### src/rtl/rock_sequencer.sv
// rock_sequencer: rate-limited sequencer that walks the live amplitude and
// frequency levels toward a latched target, one level per step. Amplitude is
// lowered before frequency moves and only raised once frequency has settled.
// A calm timeout forces the target to rest (0/0), and an error forces a fast
// one-level-per-tick shutdown with a latched fault.
//
// Optional build macro SOFT_START_EN: when defined, amplitude-raising steps
// take 2*STEP_TICKS ticks instead of STEP_TICKS.
module rock_sequencer #(
    parameter int STEP_TICKS = 4,
    parameter int CALM_TICKS = 16
) (
    input  logic       clk,
    input  logic       reset,
    input  logic       tick,
    input  logic       target_valid,
    input  logic [2:0] target_amp,
    input  logic [2:0] target_freq,
    input  logic       stress_low,
    input  logic       error,
    input  logic       fault_clr,
    output logic [2:0] amp,
    output logic [2:0] freq,
    output logic       busy,
    output logic       fault,
    output logic [2:0] state
);

`ifdef SOFT_START_EN
    localparam int SW = $clog2(STEP_TICKS) + 2;
    localparam logic [SW-1:0] LIM_UP = SW'(2 * STEP_TICKS - 1);
`else
    localparam int SW = $clog2(STEP_TICKS) + 1;
`endif
    localparam logic [SW-1:0] LIM_N = SW'(STEP_TICKS - 1);
    localparam int CW = $clog2(CALM_TICKS + 1);
    localparam logic [CW-1:0] CALM_MAX = CW'(CALM_TICKS);

    typedef enum logic [2:0] {
        S_IDLE     = 3'd0,
        S_AMP_DOWN = 3'd1,
        S_FREQ     = 3'd2,
        S_AMP_UP   = 3'd3,
        S_HOLD     = 3'd4,
        S_FAULT    = 3'd5
    } state_t;

    state_t        state_q, state_d, kind;
    logic [2:0]    amp_q, amp_d, freq_q, freq_d;
    logic [2:0]    t_amp_q, t_amp_d, t_freq_q, t_freq_d;
    logic [SW-1:0] step_q, step_d, lim;
    logic [CW-1:0] calm_q, calm_d;
    logic          fault_q, fault_d;
    logic          busy_int, calm_force, step_due, at_target, t_changed;

    // Saturating level moves: levels never wrap past 0 or 7.
    function automatic logic [2:0] lvl_up(input logic [2:0] x);
        return (x == 3'd7) ? 3'd7 : x + 3'd1;
    endfunction

    function automatic logic [2:0] lvl_dn(input logic [2:0] x);
        return (x == 3'd0) ? 3'd0 : x - 3'd1;
    endfunction

    assign busy_int = (amp_q != t_amp_q) || (freq_q != t_freq_q);
    assign busy     = busy_int && (state_q != S_FAULT);
    assign amp      = amp_q;
    assign freq     = freq_q;
    assign fault    = fault_q;
    assign state    = state_q;

    // State register; reset returns every register to rest in one cycle.
    always_ff @(posedge clk) begin
        if (reset) begin
            state_q  <= S_IDLE;
            amp_q    <= '0;
            freq_q   <= '0;
            t_amp_q  <= '0;
            t_freq_q <= '0;
            step_q   <= '0;
            calm_q   <= '0;
            fault_q  <= 1'b0;
        end else begin
            state_q  <= state_d;
            amp_q    <= amp_d;
            freq_q   <= freq_d;
            t_amp_q  <= t_amp_d;
            t_freq_q <= t_freq_d;
            step_q   <= step_d;
            calm_q   <= calm_d;
            fault_q  <= fault_d;
        end
    end

    // Next-state: calm timer, target latch, step scheduling and fault handling.
    always_comb begin
        state_d   = state_q;
        amp_d     = amp_q;
        freq_d    = freq_q;
        t_amp_d   = t_amp_q;
        t_freq_d  = t_freq_q;
        step_d    = step_q;
        calm_d    = calm_q;
        fault_d   = fault_q;
        kind      = S_HOLD;
        lim       = LIM_N;
        at_target = 1'b0;
        t_changed = 1'b0;

        // Calm counter saturates at CALM_TICKS; every tick at saturation re-forces rest.
        if (!stress_low) begin
            calm_d = '0;
        end else if (tick && (calm_q != CALM_MAX)) begin
            calm_d = calm_q + 1'b1;
        end
        calm_force = stress_low && tick && (calm_q >= CALM_MAX - 1'b1);

        // Step priority: lower amp, then move freq, then raise amp.
        if (amp_q > t_amp_q) begin
            kind = S_AMP_DOWN;
        end else if (freq_q != t_freq_q) begin
            kind = S_FREQ;
        end else if (amp_q < t_amp_q) begin
            kind = S_AMP_UP;
        end
`ifdef SOFT_START_EN
        if (kind == S_AMP_UP) begin
            lim = LIM_UP;
        end
`endif
        step_due = tick && busy_int && (step_q >= lim);

        if (state_q == S_FAULT) begin
            step_d   = '0;
            t_amp_d  = '0;
            t_freq_d = '0;
            if (fault_clr && !error) begin
                // Leave fault at the current levels; sequencing toward 0/0 resumes.
                fault_d = 1'b0;
                state_d = (amp_q == 3'd0 && freq_q == 3'd0) ? S_IDLE : S_HOLD;
            end else if (tick) begin
                if (amp_q != 3'd0) begin
                    amp_d = lvl_dn(amp_q);
                end else begin
                    freq_d = lvl_dn(freq_q);
                end
            end
        end else if (error) begin
            state_d  = S_FAULT;
            fault_d  = 1'b1;
            t_amp_d  = '0;
            t_freq_d = '0;
            step_d   = '0;
        end else begin
            if (calm_force) begin
                t_amp_d  = '0;
                t_freq_d = '0;
            end else if (target_valid) begin
                t_amp_d  = target_amp;
                t_freq_d = target_freq;
            end
            t_changed = (t_amp_d != t_amp_q) || (t_freq_d != t_freq_q);

            if (step_due) begin
                step_d = '0;
                case (kind)
                    S_AMP_DOWN: amp_d  = lvl_dn(amp_q);
                    S_FREQ:     freq_d = (freq_q < t_freq_q) ? lvl_up(freq_q) : lvl_dn(freq_q);
                    S_AMP_UP:   amp_d  = lvl_up(amp_q);
                    default:    ;
                endcase
            end else if (tick && busy_int) begin
                step_d = step_q + 1'b1;
            end

            at_target = (amp_d == t_amp_d) && (freq_d == t_freq_d);
            if (at_target) begin
                state_d = (amp_d == 3'd0 && freq_d == 3'd0) ? S_IDLE : S_HOLD;
            end else if (step_due) begin
                state_d = kind;
            end

            // A fresh target seen from rest starts a full step interval.
            if (t_changed && !at_target && (state_q == S_IDLE || state_q == S_HOLD)) begin
                step_d = '0;
            end
        end
    end

endmodule

### config.mk
export PLATFORM = sky130hd
export DESIGN_NAME = rock_sequencer
export DESIGN_NICKNAME = d
export VERILOG_FILES = /design/src/rtl/rock_sequencer.sv
export SDC_FILE = /design/constraint.sdc
export NUM_CORES = 1
export LEC_CHECK = 0
export BUFFER_PORTS_ARGS = -buffer_cell sky130_fd_sc_hd__buf_2
export CORE_ASPECT_RATIO = 0.9
export CORE_MARGIN = 1.5
export CORE_UTILIZATION = 59
export CTS_CLUSTER_DIAMETER = 60
export DETAILED_ROUTE_END_ITERATION = 10
export PLACE_DENSITY = 0.8
export SLEW_MARGIN = 20
export SYNTH_ARGS = -nofsm -noshare
export SYNTH_HDL_FRONTEND = slang
export SYNTH_SLANG_ARGS = --single-unit
### constraint.sdc
create_clock -name clk -period 3.9 [get_ports clk]
set_clock_uncertainty 0.1 [all_clocks]
set_input_delay 0.39 -clock clk [delete_from_list [all_inputs] [get_ports clk]]
set_output_delay 0.39 -clock clk [all_outputs]
set_load 0.02 [all_outputs]
==> results of run 1 <==
-- synth_stat cells (4+ instances only) --
cell type / number / area, µm²
nor2_1: 28 / 105
dfxtp_1: 24 / 480
inv_1: 21 / 78.8
ha_1: 19 / 238
a21oi_1: 17 / 85.1
nand2_1: 16 / 60.1
o21ai_0: 13 / 65.1
mux2i_1: 10 / 100
a211oi_1: 9 / 67.6
nand3_1: 6 / 30.0
clkbuf_1: 4 / 15.0
nand3b_1: 4 / 30.0
xor2_1: 4 / 35.0
-- layer usage --
layer,global-route usage,wire [µm],vias to the layer above
met5,0,0,-
met4,0.0685,131,0
met3,0.0589,459,13
met2,0.450,2330,80
met1,0.428,2560,964
li1,-,-,1000
-- worst paths after layout --
check,to,start,slack (ns)
setup / recovery,state[2],amp[0],0.92
hold / removal,freq[1],reset,0.34
setup reg to reg,state[2],amp[0],0.92
hold reg to reg,fault,fault,0.42
-- sequential cells by signal, summed over array words and instances (netlist names) --
register,cells
fault,1
freq,3
t_freq_q,3
state,3
step_q,3
amp,3
t_amp_q,3
calm_q,5
-- final cells by class --
| cell class | instances | share of cell area |
|---|---|---|
| multi-input cells | 206 | 0.655 |
| inverters | 21 | 0.0343 |
| flip-flops and latches | 24 | 0.209 |
| well taps | 44 | 0.0240 |
| repair buffers | 24 | 0.0534 |
| clock buffers | 4 | 0.0240 |
-- critical path, stage by stage, from the launching register on --
cell and delay [ns]:
dfxtp_1 0.47, inv_1 0.11, ha_1 0.33, nand3_1 0.16, nand3_2 0.15, o21ai_1 0.33, nand2_1 0.15, or3_1 0.38
a32oi_2 0.26, nand2_2 0.13, mux2_4 0.31
-- report_power, final --
group          switching (mW)  total (mW)  leakage (nW)  internal, mW
clock network          0.0870       0.177        0.0288        0.0904
logic                   0.156       0.248         0.772        0.0922
registers              0.0153       0.272         0.196         0.257
total                   0.258       0.697         0.997         0.439
-- stage by stage --
stage               hold slack [ns]  utilization  power (mW)
finish                        0.344        0.680       0.697
floorplan                     0.387            -       0.457
global placement              0.402        0.663       0.513
detailed placement            0.409        0.663       0.519
CTS                           0.336        0.680       0.694
global route                  0.340        0.680       0.735
-- cell usage in the layout, fill, tap and decap left out, drive strengths merged, types with 2 or more instances in the layout --
cell type,synthesis,layout
nor2,30,30
dfxtp,24,24
buf,2,24
inv,21,21
ha,19,19
a21oi,19,19
nand2,17,17
o21ai,15,15
mux2i,10,10
a211oi,9,9
nand3,8,8
nand3b,4,4
xor2,4,4
clkbuf,4,4
a22oi,3,3
a21o,3,3
nor3,3,3
a21boi,3,3
o211a,3,3
nor4,3,3
o211ai,3,3
and3,3,3
a211o,3,3
mux2,3,3
and3b,2,2
nor2b,2,2
a311oi,2,2
o21bai,2,2
and2,2,2
nand4b,2,2
or3,2,2
nand2b,2,2
nor4b,2,2
o221ai,2,2
o22ai,2,2
a32oi,2,2
a221oi,2,2
-- kinds of logic after synthesis --
kind of cell             count (synthesis)
AO/OA/AOI/OAI                           83
XOR/XNOR                                 5
adder cells (fa/ha/maj)                 19
flip-flops                              24
buffers and inverters                   27
AND/OR/NAND/NOR                         86
multiplexers                            13
==> results.toml, run 1 <==
[timing]
period_share = 0.763
final.setup.tns_ns = 0
finalCriticalPeriod_ns = 2.98
rsz0062_at_grt = "false"
slew_viol_final = 0
slew_headroom = 0.533
setup_ws_ns = 0.923
fmaxAchievable_ghz = 0.336
worst_pin_slew_ns = 0.696
setup_viol = 0
finalHoldViolCount = 0

[global_routing]
grt_pass1_wl_um = 8710
grtUsageTotal = 0.295
grt_overflow_total = 0
grt_pass1_vias = 1757
grt_max_degree = 14
antenna_found_initial = 0

[finish]
fin_area_um2 = 2300
drive_above_1_share = 0.161
multi_input_area_um2 = 1500
seqCellArea_um2 = 480
final_nets = 312
num-fill-cells = 295
area_growth_pct = 9.95
final_cells = 323
diodes = 0

[critical_path]
reg2reg_depth = 10
end_kind = "flop"
cp-start-kind = "flop"
path_class = "flop to flop"
cp.arrival_ns = 3.05
crit_fanout = 6
required_ns = 3.97

[place]
dp_slack_ns = 0.976
routabilityCongestion = 0.926
dp_cells = 319
dpl.hpwl_um = 4260
placed_area_um2 = 2240
port_buffers = 23

[floorplan]
die_area_um2 = 3910
rows = 20
start_util = 0.618
ios = 24
die_width_um = 65.7
fp.dieH_um = 59.4
core_area_um2 = 3380

[yosys]
syn_area_per_cell_um2 = 8.13
yosysSeqAreaShare = 0.230
async_reset_ff_frac = 0
synth_xor_area_frac = 0.0210
muxShareOfSynthArea = 0.0659
syn_inst = 257
ys.warnings.count = 0
synth-edff-count = 0
synth.net_count = 289
synth_cell_types = 66
ys_seq_elements = 24
synth-compound-area-share = 0.294
synth_top_family_by_area = "compound AO/OA/AOI/OAI gates"
synth_area_um2 = 2090
synth_top_flop_cell = "dfxtp_1"
synth-adder-area-share = 0.114
yosys.area_share.simple = 0.225

[drt]
vias = 2057
post-route-drc-count = 0
dr.pass1.iters = 4
viasPerCell = 6.37
detail_route.wl_per_cell_um = 17.0
drt_iter0_drc = 200
final_antenna_net_count = 0
drt_wl_total_um = 5480

[cts]
cts_max_level = 1
clock_sinks = 24
cts_setup_buffers = 0
clk_latency_ns = 0.27
numCtsBuffers = 3
cts_resized = 0
cts.clk_slew.worst_paths_ns = 0.09
cts_root_buffer = "clkbuf_8"
hold_buffers = 0
cts_tree = "yes"
cts_buffer_depth = 2

[flow_run]
cap_viol_max_count = 0

[pwr]
power.leakage_nw = 0.997
powerDensity_nw_per_um2 = 304
peakVddDrop_mv = 0.219

[worst_hold_path]
whs_path_depth = 2
hp-class = "input pin to flop"

[outcome]
status = "finished, final reports clean"
(Power assumes the default switching activity.)
==> run 2: changes to the inputs <==
==> constraint.sdc (replaced) <==
create_clock -name clk -period 3.11 [get_ports clk]
set_clock_uncertainty 0.1 [all_clocks]
set_input_delay 0.311 -clock clk [delete_from_list [all_inputs] [get_ports clk]]
set_output_delay 0.311 -clock clk [all_outputs]
set_load 0.02 [all_outputs]
==> results.toml, run 2 (same netlist as run 1, synthesis figures left out) <==
[cts]
clk_latency_ns = 0.28
cts_tree = "yes"
hold_buffers = 0
cts_buffer_depth = 2
cts_resized = 0
clock_sinks = 24
cts_root_buffer = "clkbuf_8"
numCtsBuffers = 3
cts_setup_buffers = 0
cts.clk_slew.worst_paths_ns = 0.10
cts_max_level = 1

[timing]
worst_pin_slew_ns = 0.683
slew_viol_final = 0
setup_viol = 0
rsz0062_at_grt = "false"
period_share = 0.952
fmaxAchievable_ghz = 0.338
finalHoldViolCount = 0
finalCriticalPeriod_ns = 2.96
final.setup.tns_ns = 0
slew_headroom = 0.542

[critical_path]
required_ns = 3.19
cp.arrival_ns = 3.04
crit_buf_inv = 1
cp_top_family = "simple AND/OR/NAND/NOR gates"
path_class = "flop to flop"
reg2reg_depth = 10
crit_cells = 10
end_kind = "flop"
slowest_stage = "or3_1"
path_cells = "inv_1 > ha_1 > nand3b_1 > a21oi_2 > nor2_4 > mux2i_1 > or3_1 > a32oi_2 > nand2_2 > mux2_4"
cp_slowest_stage_delay_ns = 0.42
cp-start-kind = "flop"
crit_fanout = 6

[floorplan]
core_area_um2 = 3380
die_width_um = 65.7
fp.dieH_um = 59.4
die_area_um2 = 3910
rows = 20
start_util = 0.618
ios = 24

[drt]
final_antenna_net_count = 0
dr.pass1.iters = 5
drt_wl_total_um = 5360
vias = 2070
viasPerCell = 6.33
detail_route.wl_per_cell_um = 16.4
drt_iter0_drc = 228
post-route-drc-count = 0

[global_routing]
grt_pass1_wl_um = 8760
grtUsageTotal = 0.289
grt_pass1_vias = 1763
grt_overflow_total = 0
grt_max_degree = 14
antenna_found_initial = 0

[flow_run]
cap_viol_max_count = 0

[finish]
layout_commonest_cell = "nor2_1"
top_register = "calm_q"
fin_area_um2 = 2330
diodes = 0
num-fill-cells = 277
area_growth_pct = 11.4
mostFrequentLayoutCells = "nor2_1 (28), dfxtp_1 (24), buf_2 (23)"
final_nets = 316
largest_register_ffs = 5
drive_above_1_share = 0.173

[place]
routabilityCongestion = 1.00
port_buffers = 23
placed_area_um2 = 2270
dpl.hpwl_um = 4210

[worst_hold_path]
whs_path_depth = 2
hp-class = "input pin to flop"

[pwr]
power.leakage_nw = 1.02
powerDensity_nw_per_um2 = 381
peakVddDrop_mv = 0.302

[outcome]
status = "finished, final reports clean"
-- run 2: power by group --
group,switching [mW],total [mW],internal (mW)
registers,0.0149,0.337,0.322
logic,0.201,0.322,0.121
clock network,0.113,0.227,0.114
-- run 2: per-stage QoR --
stage,util,hold WS [ns],cells,total power [mW],setup WS (ns)
floorplan,-,0.387,257,0.573,0.263
global placement,0.672,0.405,323,0.653,0.283
detailed placement,0.672,0.413,323,0.657,0.220
CTS,0.689,0.257,327,0.880,0.204
global route,0.689,0.259,327,0.928,0.0271
finish,0.689,0.251,327,0.886,0.149
-- run 2: final timing paths --
check / from / slack, ns / endpoint
worst min register to register: step_q[1] / 0.42 / step_q[1]
worst min-delay path: reset / 0.25 / freq[1]
worst max register to register: t_amp_q[2] / 0.15 / state[2]
worst max-delay path: t_amp_q[2] / 0.15 / state[2]
-- run 2: area by class of cell --
cell class	instances	area, µm²	share of cell area
repair buffers	28	153	0.0656
well taps	44	55.1	0.0237
multi-input cells	206	1500	0.647
inverters	21	78.8	0.0339
flip-flops and latches	24	480	0.207
clock buffers	4	55.1	0.0237
-- run 2: worst register-to-register path: cells and delay by family (launching register included) --
| kind | cells | cell delay [ns] |
|---|---|---|
| AOI/OAI and AO/OA | 2 | 0.61 |
| muxes | 2 | 0.50 |
| buffers and inverters | 1 | 0.07 |
| DFF | 1 | 0.37 |
| and+or+nand+nor | 4 | 0.85 |
| adders and majority gates | 1 | 0.37 |
-- run 2: routing by layer --
metal | wire, µm | track usage
met1 | 2650 | 0.425
met2 | 2310 | 0.440
met3 | 332 | 0.0532
met4 | 66 | 0.0595
met5 | 0 | 0
